**src/rtl/fp_sum3_pkg.sv**
```systemverilog
// Shared types and constants for the three-operand FP adder result path.
package fp_sum3_pkg;

   localparam int unsigned def_sig_width = 23;
   localparam int unsigned def_exp_width = 8;
   localparam int unsigned def_id_width  = 8;
   localparam int unsigned status_w      = 8;
   localparam int unsigned def_z_w       = def_sig_width + def_exp_width + 1;

   // Bit positions within the IEEE status byte
   localparam int unsigned st_zero         = 0;
   localparam int unsigned st_inf          = 1;
   localparam int unsigned st_invalid      = 2;
   localparam int unsigned st_tiny         = 3;
   localparam int unsigned st_huge         = 4;
   localparam int unsigned st_inexact      = 5;
   localparam int unsigned st_hugeint      = 6;
   localparam int unsigned st_compspecific = 7;

   typedef struct packed {
      logic [def_z_w-1:0]      z;
      logic [status_w-1:0]     status;
      logic [def_id_width-1:0] id;
   } rb_entry_t;

endpackage

```
**src/rtl/fp_sum3_result_buf_if.sv**
```systemverilog
// Adder-side and consumer-side signals of the result buffer.
interface fp_sum3_result_buf_if
   import fp_sum3_pkg::*;
#(
   parameter int unsigned sig_width = def_sig_width,
   parameter int unsigned exp_width = def_exp_width,
   parameter int unsigned id_width  = def_id_width
) ();

   localparam int unsigned z_w = sig_width + exp_width + 1;

   logic                arrive;
   logic [id_width-1:0] arrive_id;
   logic [z_w-1:0]      z;
   logic [status_w-1:0] status;
   logic                accept_n;

   logic                out_valid;
   logic                out_ready;
   logic [z_w-1:0]      out_z;
   logic [status_w-1:0] out_status;
   logic [id_width-1:0] out_id;

   // master: adder plus consumer; slave: the result buffer
   modport master (
      output arrive, arrive_id, z, status, out_ready,
      input  accept_n, out_valid, out_z, out_status, out_id
   );

   modport slave (
      input  arrive, arrive_id, z, status, out_ready,
      output accept_n, out_valid, out_z, out_status, out_id
   );

endinterface

```
**src/rtl/fp_sum3_rb_fifo.sv**
```systemverilog
// In-order result storage with pointers, occupancy count and registered
// not_empty/full flags.
module fp_sum3_rb_fifo #(
   parameter int unsigned data_w = 48,
   parameter int unsigned depth  = 4,
   localparam int unsigned cnt_w = $clog2(depth + 1),
   localparam int unsigned ptr_w = $clog2(depth)
) (
   input  logic              clk,
   input  logic              rst,
   input  logic              wr_en,
   input  logic [data_w-1:0] wr_data,
   input  logic              rd_en,
   output logic [data_w-1:0] rd_data,
   output logic [cnt_w-1:0]  count,
   output logic              not_empty,
   output logic              full
);

   logic [data_w-1:0] mem [depth];
   logic [ptr_w-1:0]  wr_ptr;
   logic [ptr_w-1:0]  rd_ptr;
   logic [cnt_w-1:0]  count_nxt;

   always_comb begin
      count_nxt = count;
      if (wr_en && !rd_en) begin
         count_nxt = count + cnt_w'(1);
      end else if (rd_en && !wr_en) begin
         count_nxt = count - cnt_w'(1);
      end
   end

   // Flags track count_nxt so they stay registered alongside count
   always_ff @(posedge clk) begin
      if (rst) begin
         wr_ptr    <= '0;
         rd_ptr    <= '0;
         count     <= '0;
         not_empty <= 1'b0;
         full      <= 1'b0;
      end else begin
         if (wr_en) begin
            wr_ptr <= wr_ptr + ptr_w'(1);
         end
         if (rd_en) begin
            rd_ptr <= rd_ptr + ptr_w'(1);
         end
         count     <= count_nxt;
         not_empty <= (count_nxt != '0);
         full      <= (count_nxt == cnt_w'(depth));
      end
   end

   // Storage carries no reset; contents are ignored while empty
   always_ff @(posedge clk) begin
      if (wr_en) begin
         mem[wr_ptr] <= wr_data;
      end
   end

   assign rd_data = mem[rd_ptr];

endmodule

```
**src/rtl/fp_sum3_result_buf.sv**
```systemverilog
// Captures adder results into an in-order buffer, applies backpressure when
// full, checks arrival ID sequence and accumulates sticky status flags.
module fp_sum3_result_buf
   import fp_sum3_pkg::*;
#(
   parameter int unsigned sig_width = def_sig_width,
   parameter int unsigned exp_width = def_exp_width,
   parameter int unsigned id_width  = def_id_width,
   parameter int unsigned depth     = 4,
   localparam int unsigned cnt_w    = $clog2(depth + 1)
) (
   input  logic                 clk,
   input  logic                 rst,
   fp_sum3_result_buf_if.slave  bus,
   input  logic                 clr_sticky,
   output logic [cnt_w-1:0]     count,
   output logic [status_w-1:0]  sticky_status,
   output logic                 seq_err
);

   localparam int unsigned z_w     = sig_width + exp_width + 1;
   localparam int unsigned entry_w = z_w + status_w + id_width;

   logic                cap;
   logic                pop;
   logic                full;
   logic                not_empty;
   logic [entry_w-1:0]  head;
   logic [id_width-1:0] exp_id;
   logic                mism;
   logic [status_w-1:0] sticky_nxt;
   logic                seq_err_nxt;

   // Backpressure depends only on registered occupancy
   assign cap = bus.arrive & ~full & ~rst;
   assign pop = not_empty & bus.out_ready;

   fp_sum3_rb_fifo #(
      .data_w (entry_w),
      .depth  (depth)
   ) u_fifo (
      .clk       (clk),
      .rst       (rst),
      .wr_en     (cap),
      .wr_data   ({bus.z, bus.status, bus.arrive_id}),
      .rd_en     (pop),
      .rd_data   (head),
      .count     (count),
      .not_empty (not_empty),
      .full      (full)
   );

   assign bus.accept_n  = full;
   assign bus.out_valid = not_empty;
   assign {bus.out_z, bus.out_status, bus.out_id} = head;

   // A clear coinciding with a capture keeps only that capture's contribution
   always_comb begin
      mism        = cap & (bus.arrive_id != exp_id);
      sticky_nxt  = sticky_status | (cap ? bus.status : '0);
      seq_err_nxt = seq_err | mism;
      if (clr_sticky) begin
         sticky_nxt  = cap ? bus.status : '0;
         seq_err_nxt = mism;
      end
   end

   // Expected ID follows the last captured ID, resynchronising after a gap
   always_ff @(posedge clk) begin
      if (rst) begin
         exp_id        <= '0;
         sticky_status <= '0;
         seq_err       <= 1'b0;
      end else begin
         if (cap) begin
            exp_id <= bus.arrive_id + id_width'(1);
         end
         sticky_status <= sticky_nxt;
         seq_err       <= seq_err_nxt;
      end
   end

endmodule

```
**src/flat_wrapper.sv**
```systemverilog
// flat-port wrapper written by rule: the top's interface ports become plain ports
module fp_sum3_result_buf_flat import fp_sum3_pkg::*;
#(
   parameter int unsigned sig_width = def_sig_width,
   parameter int unsigned exp_width = def_exp_width,
   parameter int unsigned id_width  = def_id_width,
   parameter int unsigned depth     = 4,
   localparam int unsigned cnt_w    = $clog2(depth + 1)
)
  (clk, rst, clr_sticky, count, sticky_status, seq_err, bus_arrive, bus_arrive_id, bus_z, bus_status, bus_out_ready, bus_accept_n, bus_out_valid, bus_out_z, bus_out_status, bus_out_id);
  fp_sum3_result_buf_if #(.sig_width(sig_width), .exp_width(exp_width), .id_width(id_width)) bus_i ();
  input  logic clk;
  input  logic rst;
  input  logic clr_sticky;
  output logic [cnt_w-1:0] count;
  output logic [status_w-1:0] sticky_status;
  output logic seq_err;
  input wire logic [$bits(bus_i.arrive)-1:0] bus_arrive;
  input wire logic [$bits(bus_i.arrive_id)-1:0] bus_arrive_id;
  input wire logic [$bits(bus_i.z)-1:0] bus_z;
  input wire logic [$bits(bus_i.status)-1:0] bus_status;
  input wire logic [$bits(bus_i.out_ready)-1:0] bus_out_ready;
  output wire logic [$bits(bus_i.accept_n)-1:0] bus_accept_n;
  output wire logic [$bits(bus_i.out_valid)-1:0] bus_out_valid;
  output wire logic [$bits(bus_i.out_z)-1:0] bus_out_z;
  output wire logic [$bits(bus_i.out_status)-1:0] bus_out_status;
  output wire logic [$bits(bus_i.out_id)-1:0] bus_out_id;
  assign bus_i.arrive = bus_arrive;
  assign bus_i.arrive_id = bus_arrive_id;
  assign bus_i.z = bus_z;
  assign bus_i.status = bus_status;
  assign bus_i.out_ready = bus_out_ready;
  assign bus_accept_n = bus_i.accept_n;
  assign bus_out_valid = bus_i.out_valid;
  assign bus_out_z = bus_i.out_z;
  assign bus_out_status = bus_i.out_status;
  assign bus_out_id = bus_i.out_id;
  fp_sum3_result_buf #(.sig_width(sig_width), .exp_width(exp_width), .id_width(id_width), .depth(depth)) u_core (.clk(clk), .rst(rst), .bus(bus_i), .clr_sticky(clr_sticky), .count(count), .sticky_status(sticky_status), .seq_err(seq_err));
endmodule
```
**config.mk**
```make
export PLATFORM = sky130hd
export DESIGN_NAME = fp_sum3_result_buf_flat
export DESIGN_NICKNAME = d
export VERILOG_FILES = /design/src/rtl/fp_sum3_pkg.sv /design/src/rtl/fp_sum3_result_buf_if.sv /design/src/rtl/fp_sum3_rb_fifo.sv /design/src/rtl/fp_sum3_result_buf.sv /design/src/flat_wrapper.sv
export SDC_FILE = /design/constraint.sdc
export NUM_CORES = 1
export LEC_CHECK = 0
export BUFFER_PORTS_ARGS = -buffer_cell sky130_fd_sc_hd__buf_4
export CAP_MARGIN = 20
export CORE_ASPECT_RATIO = 0.75
export CORE_MARGIN = 2
export CORE_UTILIZATION = 57
export CTS_CLUSTER_SIZE = 10
export DETAILED_ROUTE_END_ITERATION = 16
export GPL_TIMING_DRIVEN = 0
export PLACE_DENSITY_LB_ADDON = 0.2
export SLEW_MARGIN = 15
export SYNTH_ARGS = -nofsm -noshare
export SYNTH_HDL_FRONTEND = slang
export SYNTH_SLANG_ARGS = --single-unit
```
**constraint.sdc**
```tcl
create_clock -name clk -period 3.3 [get_ports clk]
set_clock_uncertainty 0.05 [all_clocks]
set_input_delay 0.66 -clock clk [delete_from_list [all_inputs] [get_ports clk]]
set_output_delay 0.66 -clock clk [all_outputs]
set_load 0.05 [all_outputs]
```
# Yosys cells after proc, flatten, opt, wreduce, memory -nomap -nowiden
# Memory sizes are Yosys's and may differ from the RTL's. A register that Yosys moved wholly into a read port is not among the register bits.
# Cells that the tools add are included.
# op_classes
add_sub_neg	5
n_mul	0
div_mod_pow	0
magnitude_cmp	0
eq_ne	2
shifts	0
muxes	9
n_bitwise	8
reduce_logical	5
# ops
op	count
$mux W8	2
$add A8 B1 Y8 const B	1
$ne A8 B8 Y1	1
$or A8 B8 Y8	1
$mux W3	2
$add A2 B1 Y2 const B	2
$and A1 B1 Y1	4
$mux W2	2
$add A3 B1 Y3 const B	1
$eq A3 B3 Y1 const B	1
$mux W1	3
$reduce_bool A3 Y1	1
$sub A3 B1 Y3 const B	1
$logic_and A1 B1 Y1	2
$logic_not A1 Y1	2
$not A1 Y1	2
$or A1 B1 Y1	1
# word_totals
regBits	26
latch_bits	0
ram_bits	192
romBits	0
in_bits	53
output_inout_bits	62
elab_cells	38
mem_count	1
# mem_list
name	depth	width	read_ports	rd_ports_with_merged_regs	wr	line_no	rtl
u_core.u_fifo.mem	4	48	1	1	1	fp_sum3_rb_fifo.sv:20	logic [data_w-1:0] mem [depth];

# Depth between registers and ports, before layout
# Gate-level depths: netlist of run 1.
# depth
depth_word	8
depth_mapped	6
mapped_depth_nobuf	6

# Hierarchy
# A second synthesis of run 1 with hierarchy kept.
# unflattened
cells_unflattened	402
area_unflattened_um2	8316.7
# by_module_without_submodules
module	n_inst	cells_each	area_each_um2	seq_area_each_um2
fp_sum3_rb_fifo	1	310	7467.2	5985.7
fp_sum3_result_buf	1	92	849.6	340.3

# Worst setup path before layout of run 1
# Ideal clock, no wire load.
# synth_timing
kind	in2reg
start	input rst
end	memory u_core.u_fifo.mem[0][0] (enable)
setup_time_ps	411
arrival_time_ps	2368
required_time_ps	2839
setup_slack_ps	471
path_stages	4
n_path_buf	2
cell_sequence	nor3b_4 > buf_6 > buf_2 > and2_1
# synth_via
elab_chain_cells	4
# synth_lines
item	line_no	rtl
start: declaration	flat_wrapper.sv:13	input logic rst;
$not A1 Y1	fp_sum3_result_buf.sv:35	assign cap = bus.arrive & ~full & ~rst;
$and A1 B1 Y1	fp_sum3_result_buf.sv:35	
$mux W1	fp_sum3_rb_fifo.sv:57	if (wr_en) begin
$mux W1 (not written as such)	fp_sum3_rb_fifo.sv:58	mem[wr_ptr] <= wr_data;
end: declaration	fp_sum3_rb_fifo.sv:20	
# Every way passes these cells.

==> results of run 1 <==
report_power, final:
part	switching [µW]	total, µW	internal [µW]
Combinational	1070	1690	617
Clock	971	2390	1420
Sequential	70.2	3260	3190
Total	2110	7340	5230
cell usage after synthesis:
cell type / number
nor3b_4: 1
a211oi_1: 9
nand4_1: 2
and4bb_1: 1
dfxtp_1: 28
o21bai_1: 1
clkbuf_1: 4
a21oi_1: 2
nand2_1: 3
edfxtp_1: 192
mux2_2: 1
a22o_1: 8
nand4b_1: 1
mux2i_1: 1
o21ai_0: 1
inv_1: 4
ha_1: 7
nand2_2: 1
xor2_1: 7
buf_6: 1
o311ai_2: 1
and3_1: 2
and2_1: 5
mux4_2: 48
nor2_1: 19
nor2b_1: 2
xnor2_1: 13
buf_2: 8
nand3_1: 6
buf_4: 3
or3_1: 1
a2bb2oi_1: 1
cells by family (layout without fill, tap and decap cells):
group / Yosys count / in the layout
DFF: 220 / 220
adders and majority gates: 7 / 7
buffers and inverters: 20 / 179
muxes: 50 / 50
AOI/OAI and AO/OA: 23 / 23
xor gates and xnor gates: 20 / 20
and+or+nand+nor: 44 / 44
placed cells by master (no fill, tap or decap), types with 8 or more instances in the layout:
cell type | Yosys | routed
edfxtp_1 | 192 | 192
buf_4 | 3 | 117
mux4_2 | 48 | 48
dfxtp_1 | 28 | 28
clkbuf_16 | 0 | 25
clkbuf_1 | 4 | 24
nor2_1 | 19 | 19
xnor2_1 | 13 | 13
a211oi_1 | 9 | 9
buf_2 | 8 | 8
a22o_1 | 8 | 8
worst max-delay path: stages (launching register included):
cell and delay, ns:
dfxtp_1 0.34, buf_4 0.24, buf_4 0.28, mux4_2 0.55, buf_4 0.21
flip-flops by register name, indices dropped and copies added, names as in the netlist, named ones only:
name                     cells
u_core.u_fifo.mem          192
u_core.exp_id                8
u_core.sticky_status         8
u_core.u_fifo.count          3
u_core.u_fifo.rd_ptr         2
u_core.u_fifo.wr_ptr         2
u_core.seq_err               1
u_core.u_fifo.full           1
u_core.u_fifo.not_empty      1
cell type report:
cell class | instances | area (µm²) | area share
Timing Repair Buffer | 114 | 856 | 0.0856
Clock buffer | 45 | 701 | 0.0701
Sequential cell | 220 | 6330 | 0.633
Buffer | 16 | 88.8 | 0.00888
Multi-Input combinational cell | 144 | 1790 | 0.179
Tap cell | 175 | 219 | 0.0219
Inverter | 4 | 15.0 | 0.00150
metal layers:
layer  vias up  wire length (µm)  global-route usage
li1       1850                 -                   -
met1      2088              6280               0.277
met2       134              7270               0.315
met3        21               921              0.0545
met4         0               210              0.0438
met5         -                 0                   0
per-stage QoR:
stage / setup WS (ns) / cells / power (µW) / utilization
after global routing: 0.321 / 718 / 7610 / 0.720
final: 0.464 / 718 / 7340 / 0.720
after global placement: -0.646 / 673 / 5000 / 0.669
after detailed placement: 0.670 / 673 / 5030 / 0.670
after floorplan: 0.471 / 384 / 4530 / -
after CTS: 0.416 / 718 / 7410 / 0.720
final timing paths:
| kind | endpoint | slack (ns) | cells past startpoint |
|---|---|---|---|
| max | bus_out_z[15] | 0.46 | 4 |
| min | u_core.u_fifo.mem[2][18]$_DFFE_PP_ | 0.31 | 1 |
| max reg2reg | u_core.u_fifo.mem[1][22]$_DFFE_PP_ | 1.15 | 4 |
| min reg2reg | u_core.seq_err$_SDFF_PP0_ | 0.40 | 2 |
==> metrics.txt, run 1 <==
status=finished clean; Vias/cell=roughly 5.7; Hold Startpoint=bus_z[2]; RSZ-0062 raised after global routing=no; GRT Overall Usage=0.196; Avg WL per Cell=~20 µm; Initial Util=0.591; synthesized flop and latch total=220; cell area after layout=around 10000 µm²; CORE AREA=~14000 µm²; leakage power=between 0.003 and 0.004 µW; DRC viols=0; adder-cell area share of the yosys netlist=0.0107; Port Buffer Count=114; remaining global-route overflow=0; largest net degree at the start of global routing=49; H-tree Lvls=1; hold_buf cts=0; area share of the largest cell type after synthesis=0.702; final setup fails=0; Ports=115; worst skew pair latency=about 0.50 ns; Compound-Gate Fraction of Synth Area=0.0225; Fin. Hold Viols=0; antenna violations before repair=0; Tcrit/Tclk final=0.859; FILL cells=865; startpoint types=register; pins over their slew limit=0; Seq/Total Area, Yosys=0.770; xor/xnor share of the synthesized area=0.0213; Root Driver=clkbuf_16; first-pass GRT wire length=between 20000 and 25000 µm; Routed Antenna Nets=0; synth top area cells=edfxtp_1, mux4_2, dfxtp_1; type of the tightest min-delay check=primary input to register; clock net sink count=220; synth unique cells=32; Hold Worst Slack=0.311 ns; mux cell area share after synthesis=0.134; Fmax=approximately 0.35 GHz; CTS tree=built; DR pass1 iterations=4; Worst Max-Slew Pin Slew=around 0.76 ns; clk slew on worst S/H paths=0.06 ns; 1st-iter DRT viols=roughly 210; share of layout cells above drive strength 1=0.381; Power per Cell Area=approximately 730 nW/µm²; die height=between 100 and 150 µm; critical path class=register to primary output; max_cap viols=0; die area=between 15000 and 20000 µm²; Slew headroom=0.492; Die X=143 µm; Inserted Diodes=0; Crit path required time=approximately 2.6 ns; Netlist Area Pre-Place=around 8200 µm²; DR vias=4093; drt total wl=between 10000 and 15000 µm; post-CTS sizing=0; VDD IR-drop max=about 0.65 mV; total CTS buffers=25; vias in the first global route=approximately 4200; Mapped Cells=around 380; Final HPWL DP=between 8000 and 9000 µm; Post-DP Area=9300 µm²; main combinational cell family by area after synthesis=multiplexers; setup bufs post-CTS=0; Layout area overhead=21.7%; Max FO, Critical Path=10; Synth Net Count=around 440; dominant cell type by area after synthesis=edfxtp_1; Rows=37; Synth Area in Simple Gates=0.0285; Reg-to-Reg Start=u_core.u_fifo.full$_SDFF_PP0_; Final #Nets=roughly 590; clk buf depth=3; Sum Neg Setup Slack=0 ns; Worst setup EP type=primary output; Arr. time, crit path=approximately 2.1 ns; fin crit period=~2.8 ns; Syn Area/Cell=about 21 µm²; routability cong.=between 0.7 and 0.8; Syn. warnings=0
Power figures use the tool's default switching activity.
==> run 2: changes to the inputs <==
- CORE_MARGIN: 2 -> unset
==> run 2 against run 1 <==
Net effect:
- maximum frequency fell by 0.89%
- total power shrank 0.16%
- clock-buffer cell count is 1 lower
- non-clock buffer count unchanged
- global-route usage rose by 1.4 points
- utilization hardly changed
- die area shrank 3.2%
- worst hold slack worse by 0.010 ns
- clock power is essentially flat
- register-to-register slack about the same
==> metrics.txt, run 2 (synthesized netlist as in run 1, its figures left out) <==
hold_buf cts=0; GRT Overall Usage=0.210; Crit path required time=2.59 ns; switch share=0.288; cell area after layout=10000 µm²; die area=approximately 15000 µm²; startpoint types=register; Routed Antenna Nets=0; Int Pwr=~5200 µW; Tcrit/Tclk final=0.867; Sum Neg Setup Slack=0 ns; DR pass1 iterations=5; Layout area overhead=21.7%; Comb pwr share=0.230; max reg flops=~190; Ports=115; Psw=~2100 µW; VDD IR-drop max=around 0.48 mV; Reg-to-Reg Start=u_core.u_fifo.full$_SDFF_PP0_; clock power share=0.324; CTS tree=built; Final #Nets=585; max_cap viols=0; most common library cell in the layout ignoring fill and taps=edfxtp_1; 1st-iter DRT viols=~260; antenna violations before repair=0; FILL cells=850; Top delay family on crit path=buffers and inverters; worst skew pair latency=0.51 ns; first-pass GRT wire length=around 23000 µm; Post-DP Area=a little over 9000 µm²; remaining global-route overflow=0; Rows=37; die height=about 110 µm; Initial Util=0.591; worst reg2reg setup slack=about 1.2 ns; Vias/cell=around 5.8; Final HPWL DP=between 8000 and 9000 µm; routability cong.=0.729; most used cell, CP=buf_4; clk slew on worst S/H paths=0.05 ns; critical path's largest stage delay=approximately 0.55 ns; fin crit period=2.86 ns; post-CTS sizing=0; final setup fails=0; type of the tightest min-delay check=primary input to register; Worst Max-Slew Pin Slew=roughly 0.76 ns; clock net sink count=220; Power per Cell Area=approximately 730 nW/µm²; Reg with most FFs=u_core.u_fifo.mem; share of layout cells above drive strength 1=0.382; Inserted Diodes=0; H-tree Lvls=1; largest net degree at the start of global routing=~50; cell count of the worst reg-to-reg path=4; Slew headroom=0.491; biggest regs=u_core.u_fifo.mem (192), u_core.exp_id (8), u_core.sticky_status (8); DRC viols=0; vias in the first global route=between 4000 and 5000; Max FO, Critical Path=10; Avg WL per Cell=roughly 20 µm; Root Driver=clkbuf_16; worst setup path endpoint=bus_out_z[26]; Die X=roughly 140 µm; Fin. Hold Viols=0; Worst setup EP type=primary output; leakage power=0.00345 µW; Total Power=between 7000 and 8000 µW; most frequent cells in the layout=edfxtp_1, buf_4, mux4_2; status=finished clean; drt total wl=approximately 15000 µm; Flop pwr share=0.446; Arr. time, crit path=about 2.2 ns; critical path class=register to primary output; Fmax=approximately 0.35 GHz; total CTS buffers=25; setup bufs post-CTS=0; CORE AREA=~14000 µm²; Hold Worst Slack=between 0.3 and 0.4 ns; CP Depth=4; CP max stage cell=mux4_2; worst r2r dst=u_core.u_fifo.mem[3][36]$_DFFE_PP_; WP buf/inv=3; RSZ-0062 raised after global routing=no; DR vias=roughly 4100; pins over their slew limit=0; clk buf depth=3; crit path cell chain=buf_4 -> buf_4 -> mux4_2 -> buf_4; Port Buffer Count=roughly 110; Core Util, Final=0.720
-- run 2: cell types whose count changed in the layout (fill, tap and decap cells not counted) --
cell,change
clkbuf_1,-1
-- run 2: power by group through the flow --
stage	combinational [µW]	sequential [µW]	clock [µW]
after detailed placement	1710	3320	0
after floorplan	1120	3410	0
final	1690	3270	2370
after CTS	1710	3270	2420
after global placement	1680	3320	0
after global routing	1790	3280	2530
-- run 2: metrics by stage --
step	setup slack [ns]	cells
finish	0.438	717
global route	0.300	717
CTS	0.370	717
detailed placement	0.715	673
global placement	-0.625	673
floorplan	0.471	384
-- run 2: layout make-up --
cell class	count	area, µm²	area share
buffer	16	88.8	0.00889
clock buffer	44	697	0.0697
inverter	4	15.0	0.00150
multi-input combinational	144	1790	0.179
sequential	220	6330	0.633
tap	175	219	0.0219
timing repair buffer	114	856	0.0856
-- run 2: layer usage --
layer | routed length (µm) | global-route usage
met3 | 911 | 0.0410
met4 | 242 | 0.0637
met2 | 7320 | 0.342
met1 | 6290 | 0.294
met5 | 0 | 0
-- run 2: worst min path at each step --
stage	to	cells after the start	slack, ns	from
after CTS	u_core.u_fifo.mem[1][20]$_DFFE_PP_	1	0.29	bus_z[4]
final	u_core.u_fifo.mem[3][20]$_DFFE_PP_	1	0.30	bus_z[4]
after floorplan	u_core.exp_id[1]$_SDFFE_PP0P_	2	0.43	u_core.exp_id[1]$_SDFFE_PP0P_
after detailed placement	u_core.seq_err$_SDFF_PP0_	2	0.40	u_core.seq_err$_SDFF_PP0_
after global placement	u_core.seq_err$_SDFF_PP0_	2	0.39	u_core.seq_err$_SDFF_PP0_
after global routing	u_core.u_fifo.mem[3][19]$_DFFE_PP_	1	0.29	bus_z[3]
